File: src/rtl/npu_stream_loader.sv
// Host-to-NPU memory loader: distributes a valid/ready word stream into the image banks
// and the conv-weight, dense-weight and dense-bias RAMs, in a fixed segment order.
module npu_stream_loader #(
    parameter int LANES        = 4,
    parameter int DATA_W       = 32,
    parameter int IMG_WORDS    = 225,
    parameter int CONV_BYTES   = 18816,
    parameter int DENSE_BYTES  = 16746,
    parameter int DENSEB_BYTES = 10,
    parameter int IMG_AW       = 10,
    parameter int WT_AW        = 15
) (
    input  logic              clk,
    input  logic              reset,
    input  logic              start,
    input  logic              in_valid,
    input  logic [DATA_W-1:0] in_data,
    output logic              in_ready,
    output logic [LANES-1:0]  img_wren,
    output logic [DATA_W-1:0] img_data,
    output logic [IMG_AW-1:0] img_addr,
    output logic              conv_wren,
    output logic              dense_wren,
    output logic              denseb_wren,
    output logic [7:0]        wt_data,
    output logic [WT_AW-1:0]  conv_addr,
    output logic [WT_AW-1:0]  dense_addr,
    output logic [WT_AW-1:0]  denseb_addr,
    output logic              busy,
    output logic              done
);
    localparam int CNT_W = (IMG_AW > WT_AW) ? IMG_AW : WT_AW;

    if (DATA_W != 8 * LANES) begin : g_bad_width
        $error("npu_stream_loader: DATA_W must equal 8*LANES");
    end
    if (IMG_WORDS < 1 || 64'(IMG_WORDS) > (64'd1 << IMG_AW)) begin : g_bad_img
        $error("npu_stream_loader: IMG_WORDS out of range for IMG_AW");
    end
    if (CONV_BYTES < 1 || 64'(CONV_BYTES) > (64'd1 << WT_AW)) begin : g_bad_conv
        $error("npu_stream_loader: CONV_BYTES out of range for WT_AW");
    end
    if (DENSE_BYTES < 1 || 64'(DENSE_BYTES) > (64'd1 << WT_AW)) begin : g_bad_dense
        $error("npu_stream_loader: DENSE_BYTES out of range for WT_AW");
    end
    if (DENSEB_BYTES < 1 || 64'(DENSEB_BYTES) > (64'd1 << WT_AW)) begin : g_bad_denseb
        $error("npu_stream_loader: DENSEB_BYTES out of range for WT_AW");
    end

    localparam logic [CNT_W-1:0] IMG_LAST    = CNT_W'(IMG_WORDS - 1);
    localparam logic [CNT_W-1:0] CONV_LAST   = CNT_W'(CONV_BYTES - 1);
    localparam logic [CNT_W-1:0] DENSE_LAST  = CNT_W'(DENSE_BYTES - 1);
    localparam logic [CNT_W-1:0] DENSEB_LAST = CNT_W'(DENSEB_BYTES - 1);

    typedef enum logic [2:0] {IDLE, IMG, CONV, DENSE, DENSEB, DONE} state_t;

    state_t              state_reg;
    logic [CNT_W-1:0]    cnt_reg;
    logic                img_wr_reg;
    logic [DATA_W-1:0]   img_data_reg;
    logic [IMG_AW-1:0]   img_addr_reg;
    logic                conv_wr_reg;
    logic                dense_wr_reg;
    logic                denseb_wr_reg;
    logic [7:0]          wt_data_reg;
    logic [WT_AW-1:0]    conv_addr_reg;
    logic [WT_AW-1:0]    dense_addr_reg;
    logic [WT_AW-1:0]    denseb_addr_reg;
    logic                seg_last;

    always_comb begin
        seg_last = 1'b0;
        case (state_reg)
            IMG:     seg_last = (cnt_reg == IMG_LAST);
            CONV:    seg_last = (cnt_reg == CONV_LAST);
            DENSE:   seg_last = (cnt_reg == DENSE_LAST);
            DENSEB:  seg_last = (cnt_reg == DENSEB_LAST);
            default: seg_last = 1'b0;
        endcase
    end

    always_ff @(posedge clk) begin
        if (reset) begin
            state_reg       <= IDLE;
            cnt_reg         <= '0;
            img_wr_reg      <= 1'b0;
            img_data_reg    <= '0;
            img_addr_reg    <= '0;
            conv_wr_reg     <= 1'b0;
            dense_wr_reg    <= 1'b0;
            denseb_wr_reg   <= 1'b0;
            wt_data_reg     <= '0;
            conv_addr_reg   <= '0;
            dense_addr_reg  <= '0;
            denseb_addr_reg <= '0;
        end else begin
            // Strobes are single-cycle; data and addresses hold their last value.
            img_wr_reg    <= 1'b0;
            conv_wr_reg   <= 1'b0;
            dense_wr_reg  <= 1'b0;
            denseb_wr_reg <= 1'b0;
            case (state_reg)
                IDLE, DONE: begin
                    if (start) begin
                        state_reg <= IMG;
                        cnt_reg   <= '0;
                    end
                end
                default: begin
                    if (in_valid) begin
                        cnt_reg <= seg_last ? '0 : cnt_reg + 1'b1;
                        case (state_reg)
                            IMG: begin
                                img_wr_reg   <= 1'b1;
                                img_data_reg <= in_data;
                                img_addr_reg <= cnt_reg[IMG_AW-1:0];
                                if (seg_last) state_reg <= CONV;
                            end
                            CONV: begin
                                conv_wr_reg   <= 1'b1;
                                wt_data_reg   <= in_data[7:0];
                                conv_addr_reg <= cnt_reg[WT_AW-1:0];
                                if (seg_last) state_reg <= DENSE;
                            end
                            DENSE: begin
                                dense_wr_reg   <= 1'b1;
                                wt_data_reg    <= in_data[7:0];
                                dense_addr_reg <= cnt_reg[WT_AW-1:0];
                                if (seg_last) state_reg <= DENSEB;
                            end
                            default: begin
                                denseb_wr_reg   <= 1'b1;
                                wt_data_reg     <= in_data[7:0];
                                denseb_addr_reg <= cnt_reg[WT_AW-1:0];
                                if (seg_last) state_reg <= DONE;
                            end
                        endcase
                    end
                end
            endcase
        end
    end

    for (genvar gi = 0; gi < LANES; gi++) begin : g_lane
        assign img_wren[gi]         = img_wr_reg;
        assign img_data[8*gi +: 8]  = img_data_reg[8*gi +: 8];
    end

    assign busy        = (state_reg == IMG) || (state_reg == CONV) ||
                         (state_reg == DENSE) || (state_reg == DENSEB);
    assign in_ready    = busy;
    assign done        = (state_reg == DONE);
    assign img_addr    = img_addr_reg;
    assign conv_wren   = conv_wr_reg;
    assign dense_wren  = dense_wr_reg;
    assign denseb_wren = denseb_wr_reg;
    assign wt_data     = wt_data_reg;
    assign conv_addr   = conv_addr_reg;
    assign dense_addr  = dense_addr_reg;
    assign denseb_addr = denseb_addr_reg;
endmodule
File: config.mk
export PLATFORM = sky130hd
export DESIGN_NAME = npu_stream_loader
export DESIGN_NICKNAME = d
export VERILOG_FILES = /design/src/rtl/npu_stream_loader.sv
export SDC_FILE = /design/constraint.sdc
export NUM_CORES = 1
export LEC_CHECK = 0
export BUFFER_PORTS_ARGS = -buffer_cell sky130_fd_sc_hd__buf_2
export CAP_MARGIN = 10
export CELL_PAD_IN_SITES_DETAIL_PLACEMENT = 1
export CELL_PAD_IN_SITES_GLOBAL_PLACEMENT = 2
export CORE_ASPECT_RATIO = 1.25
export CORE_UTILIZATION = 29
export CTS_BUF_LIST = sky130_fd_sc_hd__clkbuf_16
export CTS_CLUSTER_SIZE = 8
export DETAILED_ROUTE_END_ITERATION = 12
export PLACE_DENSITY = 0.79
export SLEW_MARGIN = 20
export SYNTH_ARGS = -nofsm -noshare
export SYNTH_HDL_FRONTEND = slang
export SYNTH_SLANG_ARGS = --single-unit
File: constraint.sdc
create_clock -name clk -period 2.52 [get_ports clk]
set_input_delay 0.252 -clock clk [delete_from_list [all_inputs] [get_ports clk]]
set_output_delay 0.252 -clock clk [all_outputs]
set_load 0.01 [all_outputs]
==> results.txt, run 1 <==
Post-synthesis mux area share: 1.90%
Fin crit share: 87.8%
Syn Nets: 619
Initial DRC count: 160
Pin count of the biggest net entering global routing: 61
Outcome: completed
Post-CTS setup buffer count: 0
Placed cells: 892
Initial antenna violation count: 1
Hold_sp: in_data[15]
Max Cap Violations: 0
TritonCTS Buffers: 17
Total power draw: 4.47 mW
Top cells by area, synth: dfxtp_1 (50%), nand2_1 (15%), a21oi_1 (9.4%), nor2_1 (2.9%), clkbuf_1 (2.8%)
Post-route DRC: 0
Drt wl/cell: 15.7 um
Global placer's final weighted congestion: 0.783
PortBufs: 140
Max reg flops: 32
Leakage power: 2.57 nW
Worst r2r dst: cnt_reg[11]
Area Overhead vs Synth: 29.4%
CP arrival: 2490 ps
Global route overflow: 0
Final Hold Fails: 0
Core Rows: 51
First-pass GRT wire length: 23300 um
Slew Viols, Final: 0
Largest family of logic cells by synthesized area: simple AND/OR/NAND/NOR gates
Syn. warnings: 0
Worst Hold Path Cells: 3
First-pass DRT Iterations: 4
R2R Setup Slk: 310 ps
Post-Synth Adder-Cell Area: 0.264%
Post-Syn Area: 0.00473 sq mm
Avg Inst Size Synth: 8.13 sq um
CP Max Fanout: 16
CTS Sinks: 117
# hold bufs at CTS: 0
Synth top area share: 49.5%
Synth area leader: dfxtp_1
N_diodes: 0
Clock root buffer: clkbuf_16
CP startpoint kind: register
Worst hold endpoint: img_data[15]
Fmax achieved: 0.452 GHz
Synthesized instance count: 582
Least-Margin Pin Slew: 686 ps
Clk_skew: 12.5 ps
Final core occ: 38.9%
Die Height: 145 um
Ys flop type: dfxtp_1
Effective utilization at floorplan: 30.0%
CTS tree: built
Tmin final: 2210 ps
PD cells: 730 mW/mm^2
Setup TNS: 0 ps
Relative slew slack: 54.2%
Final Non-Filler Cells: 923
Most repeated cell in the gate-level netlist after synthesis: nand2_1
Peak VDD IR: 0.354 mV
Synth unique cells: 50
Post-Synth Simple-Gate Area: 24.2%
Post-synth EDFFs: 0
Worst-skew pair later-pin latency: 410 ps
Total die area: 0.0168 sq mm
R2R depth: 5
FF+latch count, synth: 117
Filler cells: 1960
Vias: 4419
Layout cells sized above 1: 28.3%
Clock buffer depth: 2
Post-synthesis xor/xnor area fraction: 2.59%
Vias in the first global route: 4527
Post-synthesis sequential area ratio: 49.5%
RSZ-0062 raised after global routing: no
CP Class: register to register
Total Wirelength: 14500 um
GRT Total Usage: 18.3%
Final nets: 736
HPWL Detailed: 10100 um
Hold crit path type: input pin to register
Io pins: 141
Chip width: 116 um
CTS H-Tree Depth: 4
Core area: 0.0158 sq mm
DRT antenna net count: 0
Worst setup EP type: register
Top cells by count, synth: nand2_1 (184), dfxtp_1 (117), a21oi_1 (89)
Asr flop ratio synth: 0%
Via/cell ratio: 4.79
Clk slew on worst S/H paths: 50 ps
Post-synthesis compound-gate area fraction: 15.7%
Resized Gates After CTS: 0
Final setup violation count: 0
WP data required: 2800 ps
==> worst max path at each step <==
stage	to	slack (ps)	cells past startpoint	start
global placement	cnt_reg[14]	420	5	register
finish	cnt_reg[11]	310	5	register
detailed placement	cnt_reg[11]	360	5	register
CTS	cnt_reg[11]	340	5	register
floorplan	cnt_reg[10]	770	6	cnt_reg[10]
global route	cnt_reg[2]	230	5	register
==> cells in the final DEF (no fill, tap or decap), types with 2 or more instances in the layout <==
cell type   instances
nand2_1           184
buf_2             139
dfxtp_1           117
a21oi_1            89
nor2_1             36
clkbuf_16          17
buf_4              14
xnor2_1            13
mux2i_1             9
a211oi_2            9
inv_1               8
and3_1              8
nand3_1             7
nor3_1              5
nand2b_1            4
and2_1              3
clkinv_2            3
bufinv_16           3
clkinvlp_4          3
nor2b_4             2
or3_1               2
nand3b_1            2
nor3_2              2
a2111oi_4           2
nor4_1              2
clkinv_1            2
==> layer usage <==
| metal | vias up | wire length, um | track usage, % |
|---|---|---|---|
| met5 | - | 0 | 0 |
| met4 | 0 | 199 | 5.94 |
| met3 | 16 | 819 | 5.66 |
| met2 | 113 | 7430 | 32.4 |
| met1 | 2144 | 6020 | 20.6 |
| li1 | 2146 | - | - |
==> where the power goes <==
| part | switching [mW] | leakage (nW) | internal, mW |
|---|---|---|---|
| registers | 0.0181 | 0.945 | 1.88 |
| clock network | 0.833 | 0.283 | 1.52 |
| logic | 0.143 | 1.34 | 0.0768 |
==> cell type report <==
cell class                 instances  area, sq um  share of cell area [%]
sequential                       117         2340                    38.3
multi-input combinational        405         2120                    34.7
timing repair buffer             153          801                    13.1
clock buffer                      17          425                    6.95
tap                              212          265                    4.33
clock inverter                    14          146                    2.39
inverter                           5         18.8                   0.306
==> cells by family after synthesis <==
| family | count (synthesis) |
|---|---|
| AND/OR/NAND/NOR | 267 |
| adder cells (fa/ha/maj) | 1 |
| XOR/XNOR | 14 |
| flip-flops | 117 |
| buffers and inverters | 60 |
| multiplexers | 9 |
| AO/OA/AOI/OAI | 114 |
==> through the flow <==
step           setup slack, ps  area [sq um]  hold WS, ps
2_1_floorplan              771          4730          388
3_3_place_gp               422          5550          439
3_5_place_dp               362          5550          447
4_1_cts                    345          6120         61.2
5_1_grt                    231          6120         65.3
6_report                   308          6120         77.1
==> worst max-delay path: stages (launching register included) <==
cell and delay [ps]:
dfxtp_1 720, nor2b_4 120, or4b_4 660, a2111oi_4 350, xnor2_1 170, nor2_1 60
Note: power is estimated with default switching activity, not from simulation.
==> run 2, diff against run 1 <==
--- a/config.mk
+++ b/config.mk
@@ -10,11 +10,11 @@
 export CELL_PAD_IN_SITES_DETAIL_PLACEMENT = 1
 export CELL_PAD_IN_SITES_GLOBAL_PLACEMENT = 2
 export CORE_ASPECT_RATIO = 1.25
-export CORE_UTILIZATION = 29
+export CORE_UTILIZATION = 26
 export CTS_BUF_LIST = sky130_fd_sc_hd__clkbuf_16
 export CTS_CLUSTER_SIZE = 8
 export DETAILED_ROUTE_END_ITERATION = 12
-export PLACE_DENSITY = 0.79
+export PLACE_DENSITY = 0.75
 export SLEW_MARGIN = 20
 export SYNTH_ARGS = -nofsm -noshare
 export SYNTH_HDL_FRONTEND = slang
==> constraint.sdc (replaced) <==
create_clock -name clk -period 1.87 [get_ports clk]
set_input_delay 0.187 -clock clk [delete_from_list [all_inputs] [get_ports clk]]
set_output_delay 0.187 -clock clk [all_outputs]
set_load 0.01 [all_outputs]
==> run 2 against run 1 <==
Global-route usage fell by 0.98 points. Sequential power increased by 34%. Sequential share of layout area is 2.3 points lower. Maximum frequency up 23%. Highest routed layer unchanged.
==> results.txt, run 2 (synthesis gave the netlist of run 1 again) <==
Initial DRC count: 151 (-5.6%)
Worst setup EP type: register
Final setup violation count: 0 (unchanged)
Setup TNS: 0 ps (unchanged)
RSZ-0062 raised after global routing: no
First-pass DRT Iterations: 4 (unchanged)
CP arrival: 2110 ps (-380 ps)
Cell area after layout: 0.00653 sq mm (+6.7%)
Peak VDD IR: 0.530 mV (+50%)
CP startpoint kind: register
Via/cell ratio: 4.60 (-3.9%)
Worst Hold Path Cells: 3 (unchanged)
N_diodes: 0 (unchanged)
CTS Sinks: 117 (unchanged)
Commonest non-fill, non-tap cell in the layout: nand2_1
PortBufs: 140 (unchanged)
Post-route DRC: 0 (unchanged)
Worst-skew pair later-pin latency: 410 ps (about the same)
R2R depth: 6 (+1)
Commonest non-fill, non-tap cells in the layout: nand2_1 (184), buf_2 (139), dfxtp_1 (114), a21oi_1 (89), buf_4 (42)
CTS H-Tree Depth: 4 (unchanged)
Clock buffer depth: 2 (unchanged)
Tmin final: 1800 ps (-411 ps)
Clock root buffer: clkbuf_16
Hold crit path type: input pin to register
Int Pwr: 4.59 mW (+32%)
Drt wl/cell: 15.7 um (about the same)
Total Wirelength: 15300 um (+5.9%)
WP data required: 2170 ps (-630 ps)
Placed cells: 934 (+4.7%)
GRT Total Usage: 17.3% (-0.98 points)
Layout cells sized above 1: 31.7% (+3.5 points)
Core area: 0.0176 sq mm (+12%)
TritonCTS Buffers: 17 (unchanged)
Area Overhead vs Synth: 38.1%
Final Non-Filler Cells: 977 (+5.9%)
Fin crit share: 96.3% (+8.5 points)
Leakage power: 2.78 nW (+8.1%)
Gate power share: 6.1% (+1.2 points)
Relative slew slack: 60.7% (+6.5 points)
Pin count of the biggest net entering global routing: 43 (-30%)
Outcome: completed
Io pins: 141 (unchanged)
Placed Area: 0.00584 sq mm (+5.2%)
Slew Viols, Final: 0 (unchanged)
Worst R2R Start: state_reg[0]
Max reg flops: 32 (unchanged)
Die Height: 153 um (+5.5%)
DRT antenna net count: 0 (unchanged)
Clock network power share: 51.1% (-1.6 points)
PD cells: 912 mW/mm^2 (+25%)
Clk slew on worst S/H paths: 60 ps (about the same)
CTS tree: built
Vias: 4494 (+1.7%)
Worst r2r dst: cnt_reg[4]
Seq pwr share: 42.8% (+0.4 points)
Sw Share: 23.0% (+0.71 points)
Chip width: 123 um (+5.5%)
Sw power: 1.37 mW (+38%)
Final nets: 778 (+5.7%)
Final Hold Fails: 0 (unchanged)
Max Cap Violations: 0 (unchanged)
Global route overflow: 0 (unchanged)
Setup WS post-layout: 69.0 ps (-239 ps)
Least-Margin Pin Slew: 589 ps (-97.6 ps)
Total power draw: 5.96 mW (+33%)
HPWL Detailed: 11200 um (+10%)
Global placer's final weighted congestion: 0.824 (+5.3%)
First-pass GRT wire length: 24900 um (+7.0%)
CP Max Fanout: 8 (-8)
R2R Setup Slk: 70 ps (-240 ps)
Hold_sp: in_data[31]
Effective utilization at floorplan: 26.8% (-3.2 points)
Vias in the first global route: 4842 (+7.0%)
Fmax achieved: 0.555 GHz (+23%)
Total die area: 0.0187 sq mm (+11%)
CP Class: register to register
Worst hold endpoint: img_data[31]
Clk_skew: 7.29 ps (-5.18 ps)
Initial antenna violation count: 0 (-1)
Core Rows: 54 (+5.9%)
DP Worst Slack: 14.7 ps (-348 ps)
==> run 2: cell count changes in the layout (fill, tap and decap cells not counted), sizes merged <==
cell | previous run | this run
inv | 8 | 6
bufinv | 3 | 2
dlygate4sd3 | 0 | 9
clkinv | 5 | 8
buf | 153 | 186
==> run 2: how the worst max path moves through the flow <==
stage	from	to	cells past startpoint
2_1_floorplan	cnt_reg[10]	cnt_reg[10]	6
3_3_place_gp	register	cnt_reg[5]	6
3_5_place_dp	register	cnt_reg[3]	7
4_1_cts	state_reg[1]	cnt_reg[4]	7
5_1_grt	cnt_reg[3]	register	5
6_report	state_reg[0]	cnt_reg[4]	6
==> run 2: timing repair <==
action / in CTS / in global routing
resized for setup: 1 / 8
buffers inserted: 0 / 3
hold endpoints to repair: 9 / 0
endpoints found under the setup margin: 4 / 19
hold buffers: 9 / 0
pin swaps: 0 / 3
==> run 2: critical path, cell delays in order, from the launching register on <==
cell	delay (ps)
dfxtp_2	340
nor2b_4	130
or4b_4	610
buf_12	190
a211oi_2	200
xnor2_1	150
nor2_1	60
==> run 2: through the flow <==
step                      util, %  hold WS [ps]
after floorplan                 -           323
after global placement       33.1           426
after detailed placement     33.1           436
after CTS                    36.7          2.19
after global routing         37.0          6.67
final                        37.0          17.5
==> run 2: area by class of cell <==
class                           count  area (sq um)
Clock inverter                     14           120
Fill cell                        2138         11100
Timing Repair Buffer              195          1190
Clock buffer                       17           425
Multi-Input combinational cell    405          2150
Sequential cell                   117          2350
Tap cell                          224           280
Inverter                            5          18.8
==> run 2: power by group through the flow <==
stage	registers (mW)	logic, mW	clock network [mW]
floorplan	2.61	0.177	0
global placement	2.60	0.333	0
detailed placement	2.60	0.341	0
CTS	2.55	0.357	3.14
global route	2.55	0.396	3.27
finish	2.55	0.361	3.05
==> run 2: per-layer routing <==
layer  GRT usage [%]  vias to the layer above  part of all wire, %
met2            31.5                       94                   53
met4            5.69                        0                  1.4
met3            5.26                       17                  4.8
met1            18.5                     2165                   40
met5               0                        -                    0
li1                -                     2218                    -
